[config.mk]
export PLATFORM = sky130hd
export DESIGN_NAME = serial_adder
export DESIGN_NICKNAME = d
export VERILOG_FILES = /design/src/rtl/adder_pkg.sv /design/src/rtl/digit_adder.sv /design/src/rtl/serial_adder.sv
export SDC_FILE = /design/constraint.sdc
export NUM_CORES = 1
export LEC_CHECK = 0
export BUFFER_PORTS_ARGS = -buffer_cell sky130_fd_sc_hd__buf_4
export CORE_ASPECT_RATIO = 1.5
export CORE_MARGIN = 2
export CORE_UTILIZATION = 51
export CTS_CLUSTER_DIAMETER = 100
export CTS_CLUSTER_SIZE = 8
export DETAILED_ROUTE_END_ITERATION = 12
export GPL_TIMING_DRIVEN = 0
export MAX_ROUTING_LAYER = met4
export PLACE_DENSITY = 0.87
export SYNTH_ARGS = -nofsm -noshare
export SYNTH_HDL_FRONTEND = slang
export SYNTH_SLANG_ARGS = --single-unit
[constraint.sdc]
create_clock -name clk -period 3.19 [get_ports clk]
set_input_delay 0 -clock clk [delete_from_list [all_inputs] [get_ports clk]]
set_output_delay 0 -clock clk [all_outputs]
set_load 0.05 [all_outputs]
[src/rtl/adder_pkg.sv]
// Shared types and helpers for the digit-serial adder.
package adder_pkg;

  // Control states of the serial adder
  typedef enum logic [1:0] {
    IDLE = 2'd0,
    RUN  = 2'd1,
    DONE = 2'd2
  } state_t;

  // Number of digit cycles needed for one WIDTH-bit operation
  function automatic int unsigned ndig(input int unsigned width, input int unsigned digit);
    return width / digit;
  endfunction

endpackage

[src/rtl/digit_adder.sv]
// Combinational DIGIT-bit ripple-carry adder built from full-adder cells.
//   x, y : DIGIT-bit addends
//   ci   : carry in
//   s    : DIGIT-bit sum
//   co   : carry out of the top cell
module digit_adder #(
  parameter int unsigned DIGIT = 4
) (
  input  logic [DIGIT-1:0] x,
  input  logic [DIGIT-1:0] y,
  input  logic             ci,
  output logic [DIGIT-1:0] s,
  output logic             co
);

  logic [DIGIT:0] c;

  assign c[0] = ci;

  // One full-adder cell per bit
  for (genvar i = 0; i < DIGIT; i++) begin : g_fa
    assign s[i]   = x[i] ^ y[i] ^ c[i];
    assign c[i+1] = (x[i] & y[i]) | (c[i] & (x[i] ^ y[i]));
  end

  assign co = c[DIGIT];

endmodule

[src/rtl/serial_adder.sv]
// Digit-serial adder/subtractor: processes DIGIT bits per clock with the
// carry held in a register, valid/ready handshake on input and output.
//   clk, rst_n            : clock, synchronous active-low reset
//   in_valid/in_ready     : operand handshake (in_ready combinational from state)
//   a, b, cin, sub        : operands, carry-in, subtract select (a + ~b + 1)
//   out_valid/out_ready   : result handshake
//   sum, cout, ovf        : result, carry out of MSB, signed overflow
module serial_adder
  import adder_pkg::*;
#(
  parameter int unsigned WIDTH = 16,
  parameter int unsigned DIGIT = 4
) (
  input  logic             clk,
  input  logic             rst_n,
  input  logic             in_valid,
  output logic             in_ready,
  input  logic [WIDTH-1:0] a,
  input  logic [WIDTH-1:0] b,
  input  logic             cin,
  input  logic             sub,
  output logic             out_valid,
  input  logic             out_ready,
  output logic [WIDTH-1:0] sum,
  output logic             cout,
  output logic             ovf
);

  localparam int unsigned NDIG = ndig(WIDTH, DIGIT);
  localparam int unsigned CW   = (NDIG > 1) ? $clog2(NDIG) : 1;

  if (WIDTH % DIGIT != 0) begin : g_width_check
    $error("serial_adder: WIDTH must be a multiple of DIGIT");
  end

  state_t           state, state_nxt;
  logic [WIDTH-1:0] a_sr, b_sr;
  logic [WIDTH-1:0] b_eff;
  logic             carry;
  logic             a_sign, b_sign;
  logic [CW-1:0]    count;
  logic [DIGIT-1:0] d;
  logic             c;
  logic             accept;
  logic             last;

  assign in_ready = (state == IDLE);
  assign accept   = in_valid && in_ready;
  assign last     = (count == CW'(NDIG - 1));
  assign b_eff    = sub ? ~b : b;

  digit_adder #(.DIGIT(DIGIT)) u_digit (
    .x  (a_sr[DIGIT-1:0]),
    .y  (b_sr[DIGIT-1:0]),
    .ci (carry),
    .s  (d),
    .co (c)
  );

  // State register
  always_ff @(posedge clk) begin
    if (!rst_n) state <= IDLE;
    else        state <= state_nxt;
  end

  // Next-state logic
  always_comb begin
    state_nxt = state;
    case (state)
      IDLE:    if (accept)                 state_nxt = RUN;
      RUN:     if (last)                   state_nxt = DONE;
      DONE:    if (out_valid && out_ready) state_nxt = IDLE;
      default:                             state_nxt = IDLE;
    endcase
  end

  // Datapath: operand load, digit shifting, result registers
  always_ff @(posedge clk) begin
    if (!rst_n) begin
      a_sr      <= '0;
      b_sr      <= '0;
      carry     <= 1'b0;
      a_sign    <= 1'b0;
      b_sign    <= 1'b0;
      count     <= '0;
      sum       <= '0;
      cout      <= 1'b0;
      ovf       <= 1'b0;
      out_valid <= 1'b0;
    end else begin
      case (state)
        IDLE: begin
          if (accept) begin
            a_sr   <= a;
            b_sr   <= b_eff;
            carry  <= sub ? 1'b1 : cin;
            a_sign <= a[WIDTH-1];
            b_sign <= b_eff[WIDTH-1];
            count  <= '0;
          end
        end
        RUN: begin
          a_sr  <= a_sr >> DIGIT;
          b_sr  <= b_sr >> DIGIT;
          // New digit enters at the top; after NDIG shifts the LSB digit sits at the bottom
          sum   <= (sum >> DIGIT) | (WIDTH'(d) << (WIDTH - DIGIT));
          carry <= c;
          count <= count + CW'(1);
          if (last) begin
            cout      <= c;
            // d[DIGIT-1] is the final MSB of the result
            ovf       <= (a_sign == b_sign) && (d[DIGIT-1] != a_sign);
            out_valid <= 1'b1;
          end
        end
        DONE: begin
          if (out_ready) out_valid <= 1'b0;
        end
        default: out_valid <= 1'b0;
      endcase
    end
  end

endmodule

==> flow_summary.yaml <==
outcome:
  outcome: "completed"
grt:
  grt_max_degree: 11
  grt_first_pass_wirelength_um: 9480
  antenna_found_initial: 0
  track_usage_pct: 25.1
  grt_remaining_overflow: 0
  grt_pass1_vias: 2173
route:
  drt_wl_total_um: 5720
  drc: 0
  wire_per_inst_um: 13.5
  routed_via_density: 5.22
  firstDrtPassIters: 4
  detail-route-antenna-nets: 0
  via_count: 2215
  first_iter_violations: 88
timing:
  rsz0062_at_grt: "false"
  maxSlewHeadroom_pct: 62.1
  min_period_ps: 2490
  skew_ps: 9.24
  setup-tns-final_ps: 0
  fmax_ghz: 0.402
  slew_violations: 0
  hold_viol_final: 0
  setup_viol: 0
  worst_pin_slew_ps: 568
  finalCritPeriodShare_pct: 78.1
  whs_ps: 9.12
layout:
  area_delta_synth_final_pct: 33.1
  final_common_cell: "buf_4"
  drive_above_1_share_pct: 24.0
  multi_input_area_sq_mm: 0.00118
  insertedDiodeCount: 0
  mostFrequentLayoutCells: "61 x buf_4, 58 x dfxtp_1, 39 x nand2_1"
  regArea_sq_mm: 0.00116
  nNetsFinal: 397
  n_fill_cell: 386
worst_setup_path:
  cp-end-kind: "register"
  critPathKind: "reg2reg"
  cp_max_fo: 3
  cp-start-kind: "register"
  required_ps: 3430
  cp.arrival_ps: 2730
clock_network:
  postCtsResizedCells: 0
  clkLatencyLatePin_ps: 340
  htreeDepth: 3
  cts-root-buf: "clkbuf_8"
  cts_post_setup_buffers_inserted: 0
  cts_tree: "yes"
  postCtsHoldBufs: 12
  clk_pin_slew_ps: 60
  cts_made_buffers: 9
  cts_buffer_depth: 2
  cts_sinks: 58
power_and_ir_drop:
  seqPwrFrac_pct: 45.5
  pwr-share-comb_pct: 15.4
  power.density_mw_per_mm2: 528
  switching_share_pct: 25.1
  ir_drop_mv: 0.360
  switching_power_uw: 441
  p_leak_nw: 1.38
  intPower_mw: 1.31
  clock_power_share_pct: 39.1
floorplanning:
  core_area_sq_mm: 0.00477
  die_h_um: 89.7
  boundaryPins: 58
  die_area_sq_mm: 0.00548
  start_util_pct: 52.3
  chipWidth_um: 61.1
  row_count: 31
yosys:
  ys_types: 30
  yosysTopAreaCellShare_pct: 46.5
  syn-num-nets: 318
  syn-instance-count: 275
  synthTopCellsByArea: "dfxtp_1 47%, mux2i_1 6.0%, nand2_1 5.9%"
  netlist_area_sq_mm: 0.00250
  synth_seq_cells: 58
  synthArstFlopShare_pct: 0
  ys_warn_count: 0
  yosys.area.top_type: "dfxtp_1"
  ys_seq_area_share_pct: 46.5
  synth-edff-count: 0
  synth_flop_cell: "dfxtp_1"
  syn_avg_cell_area_sq_um: 9.08
placement:
  gp_congestion: 0.830
  dpl.hpwl_um: 4110
  io_buffer_count: 56
run:
  maxCapViolCount: 0
min_path:
  hold_class: "in2reg"
[cells in the mapped netlist, drive strengths merged (2+ instances only)]
| cell | instances |
|---|---|
| clkbuf | 3 |
| a221o | 12 |
| a22oi | 3 |
| a21oi | 26 |
| dfxtp | 58 |
| nor3 | 3 |
| mux2i | 15 |
| buf | 19 |
| nor2 | 33 |
| fa | 4 |
| xor2 | 4 |
| a211oi | 15 |
| nand2 | 39 |
| xnor2 | 12 |
| inv | 10 |
| o21ai | 2 |
| nand3 | 6 |
[worst max-delay path, cell delays in order (launching register included)]
cell and delay, ps:
dfxtp_1 340, fa_1 420, inv_1 80, fa_1 160
inv_1 50, fa_1 360, inv_1 80, fa_1 460
nor3_1 160, nor3_1 60, a211oi_1 230
[worst paths after layout]
path,startpoint,end,slack [ps],cells after the start
setup / recovery,a_sr[0],ovf,700,10
hold / removal,b[11],b_sr[11],9,4
setup reg to reg,a_sr[0],ovf,700,10
hold reg to reg,a_sr[15],a_sr[15],450,2
[stage by stage]
step           util, %  worst slack (ps)  instance area, sq um  total power [mW]  cells
2_1_floorplan        -               916                  2500             0.979    275
3_3_place_gp      62.9               792                  3000              1.06    397
3_5_place_dp      62.9               695                  3000              1.07    397
4_1_cts           69.7               675                  3320              1.76    424
5_1_grt           69.7               560                  3320              1.83    424
6_report          69.7               700                  3320              1.75    424
[flip-flops by register name, summed over array words and instances (netlist names)]
register   flops
a_sr          16
b_sr          16
out_valid      1
state          2
sum           16
ovf            1
a_sign         1
b_sign         1
count          2
carry          1
cout           1
[logic make-up after synthesis]
group	Yosys count	share of synthesized area [%]
AND/OR/NAND/NOR	86	14.4
AO/OA/AOI/OAI	63	17.6
flip-flops	58	46.5
multiplexers	15	6.01
buffers and inverters	32	6.07
XOR/XNOR	16	5.61
adder cells (fa/ha/maj)	5	3.71
[power by group through the flow]
stage               Combinational, mW  Sequential (mW)  Clock (mW)
global placement                0.249            0.811           0
CTS                             0.270            0.798       0.696
global route                    0.297            0.803       0.732
finish                          0.270            0.798       0.685
detailed placement              0.256            0.813           0
floorplan                       0.148            0.831           0
[metal layers]
metal | vias up | wire length (um) | track usage [%]
met1 | 1026 | 2240 | 24.9
met3 | 18 | 270 | 7.31
met2 | 72 | 2990 | 41.5
met4 | 0 | 215 | 16.2
li1 | 1099 | - | -
met5 | - | 0 | -
[layout make-up]
| type | instances | share of cell area, % |
|---|---|---|
| multi-input combinational | 185 | 35.6 |
| sequential | 58 | 34.9 |
| timing repair buffer | 68 | 16.3 |
| clock buffer | 13 | 5.08 |
| buffer | 22 | 3.43 |
| tap | 66 | 2.48 |
| inverter | 10 | 1.13 |
| clock inverter | 2 | 1.05 |
Note: power is estimated with default switching activity, not from simulation.
